$ cat src/rtl/soundweb_decoder_if.sv
// rtl/soundweb_decoder_if.sv - byte stream in, decoded frame fields and event pulses out
//
// Signals:
//   rx_data/rx_valid      : received UART byte, one accepted per valid cycle
//   command .. data_3     : fields of the last good frame
//   frame_valid           : one-cycle pulse when a good frame is latched
//   frame_error           : one-cycle pulse on a malformed frame
//   ack_rx/nak_rx         : one-cycle pulses on ACK/NAK received outside a frame
// Modports: master drives the byte stream, slave is the decoder.
interface soundweb_decoder_if;
    logic [7:0] rx_data;
    logic       rx_valid;
    logic [7:0] command;
    logic [7:0] address_0;
    logic [7:0] address_1;
    logic [7:0] address_2;
    logic [7:0] address_3;
    logic [7:0] address_4;
    logic [7:0] address_5;
    logic [7:0] sv_0;
    logic [7:0] sv_1;
    logic [7:0] data_0;
    logic [7:0] data_1;
    logic [7:0] data_2;
    logic [7:0] data_3;
    logic       frame_valid;
    logic       frame_error;
    logic       ack_rx;
    logic       nak_rx;

    modport master (
        output rx_data, rx_valid,
        input  command, address_0, address_1, address_2, address_3, address_4, address_5,
        input  sv_0, sv_1, data_0, data_1, data_2, data_3,
        input  frame_valid, frame_error, ack_rx, nak_rx
    );

    modport slave (
        input  rx_data, rx_valid,
        output command, address_0, address_1, address_2, address_3, address_4, address_5,
        output sv_0, sv_1, data_0, data_1, data_2, data_3,
        output frame_valid, frame_error, ack_rx, nak_rx
    );
endinterface

$ cat src/rtl/soundweb_decoder.sv
// rtl/soundweb_decoder.sv - escaped, XOR-checksummed frame decoder for a UART byte stream
//
// Ports:
//   clk   : sole clock, rising edge
//   reset : asynchronous active-high reset
//   bus   : soundweb_decoder_if.slave (byte stream in, fields and pulses out)
//
// Every byte that produces an event (good frame, error, ACK, NAK) records it
// in a pending register; the pulse is emitted on the following edge. Giving
// all events the same one-cycle latency keeps the four pulses mutually
// exclusive even when an event-producing byte follows ETX back to back.
module soundweb_decoder #(
    parameter logic [7:0] STX = 8'h02,
    parameter logic [7:0] ETX = 8'h03,
    parameter logic [7:0] ESC = 8'h1B,
    parameter logic [7:0] ACK = 8'h06,
    parameter logic [7:0] NAK = 8'h15
) (
    input  logic               clk,
    input  logic               reset,
    soundweb_decoder_if.slave  bus
);
    typedef enum logic [1:0] {IDLE, RECV, ESCAPE} state_t;
    typedef enum logic [2:0] {EV_NONE, EV_CHECK, EV_ERROR, EV_ACK, EV_NAK} event_t;

    localparam logic [3:0] BODY_LEN  = 4'd13;
    localparam logic [3:0] FRAME_LEN = 4'd14;   // body plus checksum

    state_t     state;
    event_t     pend;
    logic [3:0] count;
    logic [7:0] xor_acc;
    logic [7:0] rx_csum;
    logic [7:0] shadow [13];
    logic [7:0] field_q [13];
    logic       frame_valid_q;
    logic       frame_error_q;
    logic       ack_rx_q;
    logic       nak_rx_q;

    logic [7:0] unesc;
    logic       esc_ok;
    logic [7:0] store_val;

    always_comb begin
        unesc     = bus.rx_data - 8'h80;
        esc_ok    = (unesc == STX) || (unesc == ETX) || (unesc == ACK) ||
                    (unesc == NAK) || (unesc == ESC);
        store_val = (state == ESCAPE) ? unesc : bus.rx_data;
    end

    always_ff @(posedge clk or posedge reset) begin
        if (reset) begin
            state         <= IDLE;
            pend          <= EV_NONE;
            count         <= 4'd0;
            xor_acc       <= 8'h00;
            rx_csum       <= 8'h00;
            frame_valid_q <= 1'b0;
            frame_error_q <= 1'b0;
            ack_rx_q      <= 1'b0;
            nak_rx_q      <= 1'b0;
            for (int i = 0; i < 13; i++) begin
                shadow[i]  <= 8'h00;
                field_q[i] <= 8'h00;
            end
        end else begin
            // Emit the event recorded on the previous accepted byte.
            frame_valid_q <= 1'b0;
            frame_error_q <= 1'b0;
            ack_rx_q      <= 1'b0;
            nak_rx_q      <= 1'b0;
            case (pend)
                EV_CHECK: begin
                    // shadow/xor_acc/rx_csum still hold the completed frame here;
                    // a byte accepted on this same edge only updates them afterwards.
                    if (rx_csum == xor_acc) begin
                        frame_valid_q <= 1'b1;
                        for (int i = 0; i < 13; i++) field_q[i] <= shadow[i];
                    end else begin
                        frame_error_q <= 1'b1;
                    end
                end
                EV_ERROR: frame_error_q <= 1'b1;
                EV_ACK:   ack_rx_q      <= 1'b1;
                EV_NAK:   nak_rx_q      <= 1'b1;
                default:  ;
            endcase
            pend <= EV_NONE;

            if (bus.rx_valid) begin
                case (state)
                    IDLE: begin
                        if (bus.rx_data == STX) begin
                            state   <= RECV;
                            count   <= 4'd0;
                            xor_acc <= 8'h00;
                        end else if (bus.rx_data == ACK) begin
                            pend <= EV_ACK;
                        end else if (bus.rx_data == NAK) begin
                            pend <= EV_NAK;
                        end
                    end
                    RECV: begin
                        if (bus.rx_data == ESC) begin
                            state <= ESCAPE;
                        end else if (bus.rx_data == STX) begin
                            count   <= 4'd0;
                            xor_acc <= 8'h00;
                        end else if (bus.rx_data == ETX) begin
                            pend  <= (count == FRAME_LEN) ? EV_CHECK : EV_ERROR;
                            state <= IDLE;
                        end else if ((bus.rx_data == ACK) || (bus.rx_data == NAK) ||
                                     (count == FRAME_LEN)) begin
                            pend  <= EV_ERROR;
                            state <= IDLE;
                        end else begin
                            if (count < BODY_LEN) begin
                                shadow[count] <= store_val;
                                xor_acc       <= xor_acc ^ store_val;
                            end else begin
                                rx_csum <= store_val;
                            end
                            count <= count + 4'd1;
                        end
                    end
                    ESCAPE: begin
                        if (!esc_ok || (count == FRAME_LEN)) begin
                            pend  <= EV_ERROR;
                            state <= IDLE;
                        end else begin
                            if (count < BODY_LEN) begin
                                shadow[count] <= store_val;
                                xor_acc       <= xor_acc ^ store_val;
                            end else begin
                                rx_csum <= store_val;
                            end
                            count <= count + 4'd1;
                            state <= RECV;
                        end
                    end
                    default: state <= IDLE;
                endcase
            end
        end
    end

    assign bus.command     = field_q[0];
    assign bus.address_0   = field_q[1];
    assign bus.address_1   = field_q[2];
    assign bus.address_2   = field_q[3];
    assign bus.address_3   = field_q[4];
    assign bus.address_4   = field_q[5];
    assign bus.address_5   = field_q[6];
    assign bus.sv_0        = field_q[7];
    assign bus.sv_1        = field_q[8];
    assign bus.data_0      = field_q[9];
    assign bus.data_1      = field_q[10];
    assign bus.data_2      = field_q[11];
    assign bus.data_3      = field_q[12];
    assign bus.frame_valid = frame_valid_q;
    assign bus.frame_error = frame_error_q;
    assign bus.ack_rx      = ack_rx_q;
    assign bus.nak_rx      = nak_rx_q;
endmodule
$ cat src/flat_wrapper.sv
// flat-port wrapper written by rule: the top's interface ports become plain ports
module soundweb_decoder_flat 
#(
    parameter logic [7:0] STX = 8'h02,
    parameter logic [7:0] ETX = 8'h03,
    parameter logic [7:0] ESC = 8'h1B,
    parameter logic [7:0] ACK = 8'h06,
    parameter logic [7:0] NAK = 8'h15
)
  (clk, reset, bus_rx_data, bus_rx_valid, bus_command, bus_address_0, bus_address_1, bus_address_2, bus_address_3, bus_address_4, bus_address_5, bus_sv_0, bus_sv_1, bus_data_0, bus_data_1, bus_data_2, bus_data_3, bus_frame_valid, bus_frame_error, bus_ack_rx, bus_nak_rx);
  soundweb_decoder_if bus_i ();
  input  logic clk;
  input  logic reset;
  input wire logic [$bits(bus_i.rx_data)-1:0] bus_rx_data;
  input wire logic [$bits(bus_i.rx_valid)-1:0] bus_rx_valid;
  output wire logic [$bits(bus_i.command)-1:0] bus_command;
  output wire logic [$bits(bus_i.address_0)-1:0] bus_address_0;
  output wire logic [$bits(bus_i.address_1)-1:0] bus_address_1;
  output wire logic [$bits(bus_i.address_2)-1:0] bus_address_2;
  output wire logic [$bits(bus_i.address_3)-1:0] bus_address_3;
  output wire logic [$bits(bus_i.address_4)-1:0] bus_address_4;
  output wire logic [$bits(bus_i.address_5)-1:0] bus_address_5;
  output wire logic [$bits(bus_i.sv_0)-1:0] bus_sv_0;
  output wire logic [$bits(bus_i.sv_1)-1:0] bus_sv_1;
  output wire logic [$bits(bus_i.data_0)-1:0] bus_data_0;
  output wire logic [$bits(bus_i.data_1)-1:0] bus_data_1;
  output wire logic [$bits(bus_i.data_2)-1:0] bus_data_2;
  output wire logic [$bits(bus_i.data_3)-1:0] bus_data_3;
  output wire logic [$bits(bus_i.frame_valid)-1:0] bus_frame_valid;
  output wire logic [$bits(bus_i.frame_error)-1:0] bus_frame_error;
  output wire logic [$bits(bus_i.ack_rx)-1:0] bus_ack_rx;
  output wire logic [$bits(bus_i.nak_rx)-1:0] bus_nak_rx;
  assign bus_i.rx_data = bus_rx_data;
  assign bus_i.rx_valid = bus_rx_valid;
  assign bus_command = bus_i.command;
  assign bus_address_0 = bus_i.address_0;
  assign bus_address_1 = bus_i.address_1;
  assign bus_address_2 = bus_i.address_2;
  assign bus_address_3 = bus_i.address_3;
  assign bus_address_4 = bus_i.address_4;
  assign bus_address_5 = bus_i.address_5;
  assign bus_sv_0 = bus_i.sv_0;
  assign bus_sv_1 = bus_i.sv_1;
  assign bus_data_0 = bus_i.data_0;
  assign bus_data_1 = bus_i.data_1;
  assign bus_data_2 = bus_i.data_2;
  assign bus_data_3 = bus_i.data_3;
  assign bus_frame_valid = bus_i.frame_valid;
  assign bus_frame_error = bus_i.frame_error;
  assign bus_ack_rx = bus_i.ack_rx;
  assign bus_nak_rx = bus_i.nak_rx;
  soundweb_decoder #(.STX(STX), .ETX(ETX), .ESC(ESC), .ACK(ACK), .NAK(NAK)) u_core (.clk(clk), .reset(reset), .bus(bus_i));
endmodule
$ cat config.mk
export PLATFORM = sky130hd
export DESIGN_NAME = soundweb_decoder_flat
export DESIGN_NICKNAME = d
export VERILOG_FILES = /design/src/rtl/soundweb_decoder_if.sv /design/src/rtl/soundweb_decoder.sv /design/src/flat_wrapper.sv
export SDC_FILE = /design/constraint.sdc
export NUM_CORES = 1
export LEC_CHECK = 0
export ABC_AREA = 1
export CAP_MARGIN = 0
export CORE_ASPECT_RATIO = 1.4
export CORE_MARGIN = 10
export CORE_UTILIZATION = 60
export DETAILED_ROUTE_END_ITERATION = 10
export HOLD_SLACK_MARGIN = 0.03
export PLACE_DENSITY_LB_ADDON = 0.08
export SLEW_MARGIN = 20
export SYNTH_ARGS = -nofsm -noshare
export SYNTH_HDL_FRONTEND = slang
export SYNTH_SLANG_ARGS = --single-unit
export TNS_END_PERCENT = 10
$ cat constraint.sdc
create_clock -name clk -period 13.6 [get_ports clk]
set_input_delay 1.36 -clock clk [delete_from_list [all_inputs] [get_ports clk]]
set_output_delay 1.36 -clock clk [all_outputs]
set_load 0.005 [all_outputs]
==> impl_table.tex, run 1 <==
\begin{tabular}{lr}
\hline
Metric & Value \\
\hline
\multicolumn{2}{l}{\textbf{Floorplan}} \\
\quad \# IOs & 119 \\
\quad Vert. Die Dim & 177 µm \\
\quad Area of the core region & 17,400 µm² \\
\quad Die area & 23,500 µm² \\
\quad Floorplan die width & 132 µm \\
\quad Standard-cell row count & 57 \\
\quad Initial core utilization & 61.1\% \\
\multicolumn{2}{l}{\textbf{Run status}} \\
\quad Run status & finished clean \\
\multicolumn{2}{l}{\textbf{STA}} \\
\quad RSZ-0062 raised after global routing & false \\
\quad Total Negative Setup Slacks & 0 ps \\
\quad Remaining max-slew budget at the tightest pin & 26.4\% \\
\quad Tightest Pin Transition & 1100 ps \\
\quad Final period util & 33.6\% \\
\quad Worst hold slack & 461 ps \\
\quad Setup WS post-layout & 9030 ps \\
\quad Endpoints failing setup & 0 \\
\quad Min Tclk post-route & 4570 ps \\
\quad Maximum clock skew at final layout & 10.7 ps \\
\quad Number of pins with negative max-slew slack in the final report & 0 \\
\quad Peak clock frequency supported by timing & 0.219 GHz \\
\quad Final hold viol count & 0 \\
\multicolumn{2}{l}{\textbf{GRT}} \\
\quad Maximum number of pins on one net before global-route repair & 106 \\
\quad Antenna violations before repair & 0 \\
\quad Overflow left after global routing & 0 \\
\quad Vias in the first global route & 8,380 \\
\quad Total Routing Usage GR & 22.0\% \\
\quad Wire length of the first global-routing pass & 43.2 mm \\
\multicolumn{2}{l}{\textbf{Worst setup path}} \\
\quad Critical-path top delay cell & sky130\_fd\_sc\_hd\_\_clkdlybuf4s50\_1 \\
\quad Slowest stage delay, CP & 1180 ps \\
\quad Critical path data arrival time & 4970 ps \\
\quad Worst-case reg-to-reg path depth & 9 \\
\quad Critical path, cell by cell & clkdlybuf4s50\_1 > nor2\_2 > nand2\_2 > nor2\_4 > nand2\_2 > o21ai\_4 > nor2\_8 > buf\_4 > nand4\_1 > nand2\_1 > nand2\_1 \\
\quad Capturing element type of the critical path & register \\
\quad Data required time of the worst path & 14,000 ps \\
\quad CP Class & in2reg \\
\quad Highest fanout seen on the critical path & 85 \\
\quad Kind of start point of the critical path & input port \\
\multicolumn{2}{l}{\textbf{Clock tree}} \\
\quad Number of post-CTS setup repair buffers & 0 \\
\quad Number of gates given a new drive strength after cts & 0 \\
\quad Maximum level of the CTS H-tree & 1 \\
\quad Maximum buffer depth of the clock tree & 3 \\
\quad Clk sinks & 237 \\
\quad Root buffer cell & sky130\_fd\_sc\_hd\_\_clkbuf\_16 \\
\quad Total clock buffers created by CTS & 23 \\
\quad CTS clock-pin slew for the worst setup and hold paths & 60 ps \\
\quad Clk Latency, worst-skew pair & 520 ps \\
\quad CTS tree & built \\
\quad Number of hold buffers added after cts & 0 \\
\multicolumn{2}{l}{\textbf{Synthesis}} \\
\quad Instance count of the mapped netlist & 1,191 \\
\quad Sequential area share after synthesis & 55.8\% \\
\quad Post-synth net total & 1,211 \\
\quad Average instance area after synthesis & 8.92 µm² \\
\quad Most common flop cell mapped by yosys & sky130\_fd\_sc\_hd\_\_dfrtp\_1 \\
\quad Warning count from the yosys run & 0 \\
\quad Cell type with the highest aggregate area in the netlist & sky130\_fd\_sc\_hd\_\_dfrtp\_1 \\
\quad Async set-reset flop share out of synthesis & 100\% \\
\quad Top-area cell type share of the netlist area & 55.8\% \\
\quad Count of flip-flops with a built-in enable after synthesis & 0 \\
\quad Cell types occupying the most area after synthesis & sky130\_fd\_sc\_hd\_\_dfrtp\_1, sky130\_fd\_sc\_hd\_\_nand2\_1, sky130\_fd\_sc\_hd\_\_nand4\_1 \\
\quad Number of synthesized register bits & 237 \\
\quad Post-Synthesis Cell Area & 10,600 µm² \\
\quad Number of distinct library cells after synthesis & 36 \\
\quad Most instantiated cells after synthesis & sky130\_fd\_sc\_hd\_\_nand2\_1, sky130\_fd\_sc\_hd\_\_dfrtp\_1, sky130\_fd\_sc\_hd\_\_nand4\_1 \\
\quad Most repeated cell in the gate-level netlist after synthesis & sky130\_fd\_sc\_hd\_\_nand2\_1 \\
\multicolumn{2}{l}{\textbf{Routing}} \\
\quad Routed wirelength normalized by instance count & 16.7 µm \\
\quad Detailed-route DRC error count & 0 \\
\quad Routed vias/inst & 5.49 \\
\quad Violation count after the first detailed-route iteration & 729 \\
\quad Overall via count from detail\_route & 8,407 \\
\quad Detailed Routing Iterations Pass 1 & 5 \\
\quad Sum of routed wire length over all layers & 25.6 mm \\
\quad Antenna violation net count after detailed routing & 0 \\
\multicolumn{2}{l}{\textbf{Cells and area}} \\
\quad Share of layout cells above drive strength 1 & 8.19\% \\
\quad Count of filler cells inserted in the layout & 1,407 \\
\quad Number of nets in the layout & 1,297 \\
\quad Area growth from synthesis to layout & 18.1\% \\
\quad Diode insertion count for antenna repair & 0 \\
\multicolumn{2}{l}{\textbf{Placement}} \\
\quad Routability congestion estimate from global placement & 0.865 \\
\quad Number of buffer cells added on primary ports & 118 \\
\quad DP HPWL & 16.5 mm \\
\quad Worst Setup Slack post-DPL & 8550 ps \\
\multicolumn{2}{l}{\textbf{Power and ir drop}} \\
\quad VDD IR max & 0.0992 mV \\
\quad Overall Power & 0.00170 W \\
\quad Cell Pwr Density & 135 nW/µm² \\
\quad Leakage & 6.52 nW \\
\multicolumn{2}{l}{\textbf{Hold path}} \\
\quad Class of the most critical hold timing path & reg2reg \\
\quad Number of cells on the worst hold path & 1 \\
\multicolumn{2}{l}{\textbf{Run}} \\
\quad Number of maximum-capacitance constraint violations & 0 \\
\hline
\end{tabular}
## worst max-delay path, delay by kind of cell
family,cells,cell delay (ps)
AOI/OAI and AO/OA,1,100
buffers and inverters,2,1990
and+or+nand+nor,8,1500
## routing by layer
layer	global-route usage, %	vias to the layer above	wire [µm]
met5	0	-	0
li1	-	4010	-
met3	4.22	47	1860
met2	36.3	315	12600
met1	28.9	4035	10600
met4	6.71	0	621
## cells in the final DEF, fill, tap and decap left out, drive strengths merged, types with 5 or more instances in the layout
master,count
nand2,602
dfrtp,237
nand4,119
clkdlybuf4s50,118
nor2,58
inv,36
clkbuf,29
o21ai,17
nand3,17
a21oi,12
ha,9
buf,9
xor2,7
clkinv,7
bufinv,5
## logic make-up after synthesis
family	after synthesis	synth area share (%)
and+or+nand+nor	801	34.7
DFF	237	55.8
buffers and inverters	102	5.72
AOI/OAI and AO/OA	32	1.83
xor gates and xnor gates	10	0.824
adders and majority gates	9	1.06
## area by class of cell
class	count	area, µm²	share of cell area, %
Inverter	36	143	1.14
Sequential cell	237	5930	47.3
Timing Repair Buffer	127	1270	10.1
Clock inverter	13	200	1.60
Multi-Input combinational cell	852	4090	32.6
Clock buffer	29	618	4.93
Tap cell	236	295	2.35
## per-stage QoR
step                      cell area [µm²]  cells  util (%)
after detailed placement            11700   1487      67.2
final                               12500   1530      72.1
after floorplan                     10600   1191         -
after global placement              11700   1487      67.2
after CTS                           12500   1529      72.0
after global routing                12500   1530      72.1
## worst paths after layout
check / startpoint / to / slack [ps]
max: bus_rx_data[5] / u_core.shadow[45] / 9030
min: u_core.pend[1] / u_core.bus.nak_rx / 460
max reg2reg: u_core.state[1] / u_core.shadow[45] / 10440
min reg2reg: u_core.pend[1] / u_core.bus.nak_rx / 460
max in group asynchronous: reset / u_core.bus.address_1[0] / 10930
min in group asynchronous: reset / u_core.bus.data_1[6] / 1310
## report_power, final
part / internal, W / leakage [nW] / switching [W]
clock network: 0.000419 / 0.402 / 0.000268
logic: 0.0000654 / 2.83 / 0.000161
registers: 0.000750 / 3.29 / 0.0000353
total: 0.00123 / 6.52 / 0.000464
## flip-flops by register name, summed over array words and instances, names as in the netlist, 2 cells and up
signal / cells
u_core.state: 2
u_core.bus.address_1: 8
u_core.count: 4
u_core.bus.command: 8
u_core.pend: 3
u_core.xor_acc: 8
u_core.bus.sv_1: 8
u_core.bus.address_3: 8
u_core.bus.address_2: 8
u_core.shadow: 104
u_core.bus.address_4: 8
u_core.rx_csum: 8
u_core.bus.sv_0: 8
u_core.bus.data_0: 8
u_core.bus.data_2: 8
u_core.bus.address_0: 8
u_core.bus.data_1: 8
u_core.bus.data_3: 8
u_core.bus.address_5: 8
Power figures use the tool's default switching activity.
==> inputs of run 2 (changes only) <==
--- a/config.mk
+++ b/config.mk
@@ -9,7 +9,7 @@
 export CAP_MARGIN = 0
 export CORE_ASPECT_RATIO = 1.4
 export CORE_MARGIN = 10
-export CORE_UTILIZATION = 60
+export CORE_UTILIZATION = 51
 export DETAILED_ROUTE_END_ITERATION = 10
 export HOLD_SLACK_MARGIN = 0.03
 export PLACE_DENSITY_LB_ADDON = 0.08
==> constraint.sdc (replaced) <==
create_clock -name clk -period 3.8 [get_ports clk]
set_input_delay 0.38 -clock clk [delete_from_list [all_inputs] [get_ports clk]]
set_output_delay 0.38 -clock clk [all_outputs]
set_load 0.005 [all_outputs]
==> impl_table.tex, run 2 (same netlist as run 1, synthesis figures left out) <==
\begin{tabular}{lr}
\hline
Metric & Value \\
\hline
\multicolumn{2}{l}{\textbf{Clock tree}} \\
\quad Number of gates given a new drive strength after cts & 0 \\
\quad Number of hold buffers added after cts & 0 \\
\quad CTS tree & built \\
\quad Clk sinks & 237 \\
\quad Number of post-CTS setup repair buffers & 0 \\
\quad Total clock buffers created by CTS & 22 \\
\quad Clk Latency, worst-skew pair & 510 ps \\
\quad Maximum buffer depth of the clock tree & 3 \\
\quad Maximum level of the CTS H-tree & 1 \\
\quad CTS clock-pin slew for the worst setup and hold paths & 60 ps \\
\quad Root buffer cell & sky130\_fd\_sc\_hd\_\_clkbuf\_16 \\
\multicolumn{2}{l}{\textbf{STA}} \\
\quad Remaining max-slew budget at the tightest pin & 45.5\% \\
\quad Final hold viol count & 0 \\
\quad Min Tclk post-route & 2660 ps \\
\quad Peak clock frequency supported by timing & 0.377 GHz \\
\quad Final period util & 69.9\% \\
\quad Maximum clock skew at final layout & 10.8 ps \\
\quad Number of pins with negative max-slew slack in the final report & 0 \\
\quad Total Negative Setup Slacks & 0 ps \\
\quad Endpoints failing setup & 0 \\
\quad RSZ-0062 raised after global routing & false \\
\quad Tightest Pin Transition & 814 ps \\
\multicolumn{2}{l}{\textbf{Floorplan}} \\
\quad Initial core utilization & 51.9\% \\
\quad Floorplan die width & 142 µm \\
\quad Area of the core region & 20,500 µm² \\
\quad Vert. Die Dim & 191 µm \\
\quad \# IOs & 119 \\
\quad Standard-cell row count & 62 \\
\quad Die area & 27,100 µm² \\
\multicolumn{2}{l}{\textbf{Cells and area}} \\
\quad Number of flip-flops in the largest register & 104 \\
\quad Layout Utilization & 61.6\% \\
\quad Share of layout cells above drive strength 1 & 8.88\% \\
\quad Area growth from synthesis to layout & 18.8\% \\
\quad Diode insertion count for antenna repair & 0 \\
\quad Commonest non-fill, non-tap cells in the layout & sky130\_fd\_sc\_hd\_\_nand2\_1, sky130\_fd\_sc\_hd\_\_dfrtp\_1, sky130\_fd\_sc\_hd\_\_clkdlybuf4s50\_1, sky130\_fd\_sc\_hd\_\_nand4\_1, sky130\_fd\_sc\_hd\_\_nor2\_1 \\
\quad Number of nets in the layout & 1,313 \\
\quad Register ranked first by flip-flop count & u\_core.shadow \\
\quad Commonest non-fill, non-tap cell in the layout & sky130\_fd\_sc\_hd\_\_nand2\_1 \\
\quad Count of filler cells inserted in the layout & 1,854 \\
\multicolumn{2}{l}{\textbf{GRT}} \\
\quad M2 GR Usage & 32.7\% \\
\quad Wire length of the first global-routing pass & 44.7 mm \\
\quad Vias in the first global route & 8,312 \\
\quad Busiest grt layer & met2 \\
\quad Antenna violations before repair & 0 \\
\quad Overflow left after global routing & 0 \\
\quad Met1 Usage GRT & 26.4\% \\
\quad Total Routing Usage GR & 20.0\% \\
\quad Maximum number of pins on one net before global-route repair & 87 \\
\quad GR met3 Demand/Resource & 3.17\% \\
\multicolumn{2}{l}{\textbf{Worst setup path}} \\
\quad Data required time of the worst path & 4170 ps \\
\quad R2R Path Start & u\_core.count[0] \\
\quad Worst-case reg-to-reg path depth & 12 \\
\quad Critical path data arrival time & 3030 ps \\
\quad Reg-to-reg slack, setup & 1230 ps \\
\quad Highest fanout seen on the critical path & 24 \\
\quad CP Class & in2reg \\
\quad Kind of start point of the critical path & input port \\
\quad End of the worst register-to-register path & u\_core.shadow[1] \\
\quad Capture point of the worst path & u\_core.xor\_acc[7] \\
\quad Capturing element type of the critical path & register \\
\quad Launching instance or port of the critical path & bus\_rx\_data[2] \\
\multicolumn{2}{l}{\textbf{Placement}} \\
\quad DP HPWL & 18.4 mm \\
\quad Routability congestion estimate from global placement & 0.889 \\
\quad Number of buffer cells added on primary ports & 118 \\
\multicolumn{2}{l}{\textbf{Routing}} \\
\quad Routed wirelength normalized by instance count & 17.3 µm \\
\quad Violation count after the first detailed-route iteration & 850 \\
\quad Sum of routed wire length over all layers & 27.0 mm \\
\quad Detailed Routing Iterations Pass 1 & 6 \\
\quad Detailed-route DRC error count & 0 \\
\quad Overall via count from detail\_route & 8,329 \\
\quad Antenna violation net count after detailed routing & 0 \\
\quad Routed vias/inst & 5.33 \\
\multicolumn{2}{l}{\textbf{Hold path}} \\
\quad Class of the most critical hold timing path & in2async \\
\multicolumn{2}{l}{\textbf{Power and ir drop}} \\
\quad Sequential share of power & 48.1\% \\
\quad Switching power as a share of total power & 28.1\% \\
\quad VDD IR max & 0.422 mV \\
\quad Sw power & 0.00164 W \\
\quad Cell Pwr Density & 462 nW/µm² \\
\quad Proportion of power drawn by combinational gates & 14.5\% \\
\quad Cell Int Power & 0.00419 W \\
\quad Clock network fraction of total power & 37.4\% \\
\quad Leakage & 6.55 nW \\
\multicolumn{2}{l}{\textbf{Run}} \\
\quad Number of maximum-capacitance constraint violations & 0 \\
\multicolumn{2}{l}{\textbf{Run status}} \\
\quad Run status & finished clean \\
\hline
\end{tabular}
-- run 2: changes by cell type in the layout (fill, tap and decap cells not counted), sizes merged --
| cell | before | now |
|---|---|---|
| inv | 36 | 33 |
| clkbuf | 29 | 33 |
| clkinv | 7 | 4 |
| buf | 9 | 26 |
| clkinvlp | 1 | 2 |
| bufinv | 5 | 1 |
-- run 2: layout make-up --
type,instances,area [µm²],share of cell area (%)
timing repair buffer,144,1440,11.4
clock buffer,33,653,5.17
tap,256,320,2.54
clock inverter,4,47.5,0.377
inverter,36,140,1.11
sequential,237,5930,47.0
multi-input combinational,852,4090,32.4
-- run 2: how the worst min path moves through the flow --
stage	to	start	cells past startpoint
after global routing	u_core.shadow[60]	reset	2
after CTS	u_core.shadow[60]	reset	2
final	u_core.shadow[60]	reset	2
after floorplan	u_core.bus.nak_rx	u_core.pend[1]	1
after global placement	u_core.bus.data_1[5]	u_core.shadow[21]	2
after detailed placement	u_core.bus.address_3[3]	u_core.shadow[67]	2
-- run 2: worst max-delay path, stage by stage --
cell and delay, ps:
sky130_fd_sc_hd__clkdlybuf4s50_1 840, sky130_fd_sc_hd__inv_2 70, sky130_fd_sc_hd__nor2_1 180, sky130_fd_sc_hd__nand2_1 100, sky130_fd_sc_hd__nand2_1 70, sky130_fd_sc_hd__nand2_1 70
sky130_fd_sc_hd__nand2_2 90, sky130_fd_sc_hd__nand2_2 70, sky130_fd_sc_hd__nand2_4 280, sky130_fd_sc_hd__nand2_1 570, sky130_fd_sc_hd__nand2_1 220, sky130_fd_sc_hd__o21ai_1 80
-- run 2: through the flow --
| stage | hold WS, ps | setup slack, ps | total power, W | instances | cell area [µm²] |
|---|---|---|---|---|---|
| 5_1_grt | 389 | 967 | 0.00609 | 1562 | 12600 |
| 3_5_place_dp | 455 | 680 | 0.00369 | 1525 | 11900 |
| 6_report | 347 | 1140 | 0.00583 | 1562 | 12600 |
| 2_1_floorplan | 422 | 314 | 0.00349 | 1191 | 10600 |
| 3_3_place_gp | 454 | 763 | 0.00367 | 1525 | 11900 |
| 4_1_cts | 359 | 1200 | 0.00587 | 1562 | 12600 |
-- run 2: power groups by stage --
stage | Sequential (W) | Clock (W) | Combinational (W)
floorplan | 0.00281 | 0 | 0.000675
global placement | 0.00285 | 0 | 0.000822
detailed placement | 0.00285 | 0 | 0.000842
CTS | 0.00281 | 0.00222 | 0.000845
global route | 0.00282 | 0.00232 | 0.000949
finish | 0.00281 | 0.00218 | 0.000844
-- run 2: metal layers --
| metal | wire length [µm] | vias up |
|---|---|---|
| met1 | 11600 | 4011 |
| met3 | 1570 | 47 |
| met4 | 716 | 0 |
| met5 | 0 | - |
| met2 | 13100 | 222 |
| li1 | - | 4049 |
==> inputs of run 3 (changes only) <==
--- a/config.mk
+++ b/config.mk
@@ -9,7 +9,7 @@
 export CAP_MARGIN = 0
 export CORE_ASPECT_RATIO = 1.4
 export CORE_MARGIN = 10
-export CORE_UTILIZATION = 51
+export CORE_UTILIZATION = 56
 export DETAILED_ROUTE_END_ITERATION = 10
 export HOLD_SLACK_MARGIN = 0.03
 export PLACE_DENSITY_LB_ADDON = 0.08
==> constraint.sdc (replaced) <==
create_clock -name clk -period 2.6 [get_ports clk]
set_input_delay 0.26 -clock clk [delete_from_list [all_inputs] [get_ports clk]]
set_output_delay 0.26 -clock clk [all_outputs]
set_load 0.005 [all_outputs]
==> impl_table.tex, run 3 (same netlist as run 1, synthesis figures left out) <==
\begin{tabular}{lr}
\hline
Metric & Value \\
\hline
\multicolumn{2}{l}{\textbf{Worst setup path}} \\
\quad Critical path, cell by cell & inv\_1 > ha\_1 > inv\_1 > nor2\_1 > nor2\_2 > nand2\_4 > a21oi\_4 > buf\_12 > nand4\_1 > buf\_4 > nand2\_1 > nand2\_1 \\
\quad Capturing element type of the critical path & register \\
\quad Highest fanout seen on the critical path & 11 \\
\quad CP Class & reg2reg \\
\quad Launching instance or port of the critical path & u\_core.count[0] \\
\quad R2R Path Start & u\_core.count[0] \\
\quad Critical path data arrival time & 2570 ps \\
\quad Bufs and invs on worst path & 4 \\
\quad Critical-path top delay cell & sky130\_fd\_sc\_hd\_\_dfrtp\_1 \\
\quad Slowest stage delay, CP & 420 ps \\
\quad Kind of start point of the critical path & register \\
\quad Data required time of the worst path & 3010 ps \\
\quad Reg-to-reg slack, setup & 440 ps \\
\quad Largest delay share family, worst path & buffers and inverters \\
\multicolumn{2}{l}{\textbf{Clock tree}} \\
\quad Number of hold buffers added after cts & 0 \\
\quad Root buffer cell & sky130\_fd\_sc\_hd\_\_clkbuf\_16 \\
\quad Maximum level of the CTS H-tree & 1 \\
\quad Clk sinks & 237 \\
\quad Number of gates given a new drive strength after cts & 0 \\
\quad CTS clock-pin slew for the worst setup and hold paths & 70 ps \\
\quad Clk Latency, worst-skew pair & 510 ps \\
\quad Number of post-CTS setup repair buffers & 0 \\
\quad Total clock buffers created by CTS & 23 \\
\quad Maximum buffer depth of the clock tree & 3 \\
\quad CTS tree & built \\
\multicolumn{2}{l}{\textbf{GRT}} \\
\quad Vias in the first global route & 8,262 \\
\quad Antenna violations before repair & 0 \\
\quad Overflow left after global routing & 0 \\
\quad Maximum number of pins on one net before global-route repair & 121 \\
\quad GR met3 Demand/Resource & 3.15\% \\
\quad Wire length of the first global-routing pass & 43.2 mm \\
\quad Total Routing Usage GR & 21.1\% \\
\quad M2 GR Usage & 35.9\% \\
\quad Busiest grt layer & met2 \\
\quad Met1 Usage GRT & 27.4\% \\
\multicolumn{2}{l}{\textbf{STA}} \\
\quad Setup WS post-layout & 439 ps \\
\quad Total Negative Setup Slacks & 0 ps \\
\quad Final hold viol count & 0 \\
\quad Number of pins with negative max-slew slack in the final report & 0 \\
\quad Remaining max-slew budget at the tightest pin & 44.8\% \\
\quad Min Tclk post-route & 2160 ps \\
\quad Final period util & 83.1\% \\
\quad Endpoints failing setup & 0 \\
\quad Peak clock frequency supported by timing & 0.463 GHz \\
\quad RSZ-0062 raised after global routing & false \\
\quad Maximum clock skew at final layout & 10.1 ps \\
\quad Tightest Pin Transition & 826 ps \\
\multicolumn{2}{l}{\textbf{Power and ir drop}} \\
\quad Proportion of power drawn by combinational gates & 15.0\% \\
\quad Sequential share of power & 46.5\% \\
\quad VDD IR max & 0.681 mV \\
\quad Leakage & 6.71 nW \\
\quad Sw power & 0.00246 W \\
\quad Cell Pwr Density & 683 nW/µm² \\
\quad Switching power as a share of total power & 27.9\% \\
\quad Clock network fraction of total power & 38.5\% \\
\quad Cell Int Power & 0.00635 W \\
\multicolumn{2}{l}{\textbf{Routing}} \\
\quad Violation count after the first detailed-route iteration & 583 \\
\quad Sum of routed wire length over all layers & 26.5 mm \\
\quad Antenna violation net count after detailed routing & 0 \\
\quad Routed wirelength normalized by instance count & 16.8 µm \\
\quad Detailed-route DRC error count & 0 \\
\quad Overall via count from detail\_route & 8,400 \\
\quad Routed vias/inst & 5.34 \\
\quad Detailed Routing Iterations Pass 1 & 7 \\
\multicolumn{2}{l}{\textbf{Placement}} \\
\quad Worst Setup Slack post-DPL & 271 ps \\
\quad Placed Area & 12,100 µm² \\
\quad Routability congestion estimate from global placement & 0.908 \\
\quad Placed cell count & 1,532 \\
\quad Number of buffer cells added on primary ports & 118 \\
\quad DP HPWL & 17.7 mm \\
\multicolumn{2}{l}{\textbf{Floorplan}} \\
\quad Initial core utilization & 57.1\% \\
\quad Vert. Die Dim & 183 µm \\
\quad Die area & 25,000 µm² \\
\quad \# IOs & 119 \\
\quad Floorplan die width & 136 µm \\
\quad Standard-cell row count & 59 \\
\quad Area of the core region & 18,600 µm² \\
\multicolumn{2}{l}{\textbf{Cells and area}} \\
\quad Commonest non-fill, non-tap cells in the layout & sky130\_fd\_sc\_hd\_\_nand2\_1, sky130\_fd\_sc\_hd\_\_dfrtp\_1, sky130\_fd\_sc\_hd\_\_clkdlybuf4s50\_1, sky130\_fd\_sc\_hd\_\_nand4\_1, sky130\_fd\_sc\_hd\_\_nor2\_1 \\
\quad Diode insertion count for antenna repair & 0 \\
\quad Post-layout instance count excluding filler cells & 1,574 \\
\quad Register ranked first by flip-flop count & u\_core.shadow \\
\quad Final std cell area, no fill & 12,900 µm² \\
\quad Number of flip-flops in the largest register & 104 \\
\quad Layout Utilization & 69.3\% \\
\quad Commonest non-fill, non-tap cell in the layout & sky130\_fd\_sc\_hd\_\_nand2\_1 \\
\quad Number of nets in the layout & 1,333 \\
\quad Area growth from synthesis to layout & 21.4\% \\
\quad Share of layout cells above drive strength 1 & 10.8\% \\
\multicolumn{2}{l}{\textbf{Run status}} \\
\quad Run status & finished clean \\
\multicolumn{2}{l}{\textbf{Hold path}} \\
\quad Class of the most critical hold timing path & in2async \\
\multicolumn{2}{l}{\textbf{Run}} \\
\quad Number of maximum-capacitance constraint violations & 0 \\
\hline
\end{tabular}
==> run 3: cell count changes in the layout (fill, tap and decap cells not counted), moves of 2 or more <==
cell,change
sky130_fd_sc_hd__inv_6,+2
sky130_fd_sc_hd__clkbuf_1,-3
sky130_fd_sc_hd__clkinv_2,+4
sky130_fd_sc_hd__buf_4,+13
sky130_fd_sc_hd__buf_12,+6
==> run 3: path summary, 6_finish.rpt <==
check | to | depth (start not counted)
max in group asynchronous | u_core.xor_acc[4] | 3
setup reg to reg | u_core.shadow[100] | 12
min in group clk | u_core.pend[0] | 3
hold reg to reg | u_core.bus.nak_rx | 1
hold / removal | u_core.shadow[17] | 3
setup / recovery | u_core.shadow[100] | 12
==> run 3: metal layers <==
metal  vias to the layer above  part of all wire [%]
met1                      4070                    42
met3                        48                   5.9
met4                         0                   2.4
li1                       4071                     -
met2                       211                    50
met5                         -                     0
==> run 3: cell type report <==
class / instances / area, µm²
Timing Repair Buffer: 163 / 1660
Multi-Input combinational cell: 852 / 4090
Inverter: 36 / 140
Clock inverter: 11 / 115
Tap cell: 244 / 305
Fill cell: 1521 / 5710
Sequential cell: 237 / 5930
Clock buffer: 31 / 656
==> run 3: metrics by stage <==
step | hold slack (ps) | power (W)
after floorplan | 421 | 0.00510
after global placement | 440 | 0.00546
after detailed placement | 444 | 0.00548
after CTS | 269 | 0.00887
after global routing | 286 | 0.00921
final | 238 | 0.00881
==> run 3: worst register-to-register path, delay by kind of cell (launching register included) <==
family                     cells  cell delay [ps]
AOI/OAI and AO/OA              1              200
adders and majority gates      1              200
buffers and inverters          4              640
DFF                            1              420
and+or+nand+nor                6              590
==> run 3: power by group through the flow <==
stage	clock network [W]	logic (W)	registers [W]
2_1_floorplan	0	0.000986	0.00411
3_3_place_gp	0	0.00130	0.00416
3_5_place_dp	0	0.00132	0.00416
4_1_cts	0.00346	0.00132	0.00409
5_1_grt	0.00361	0.00147	0.00412
6_report	0.00339	0.00132	0.00410
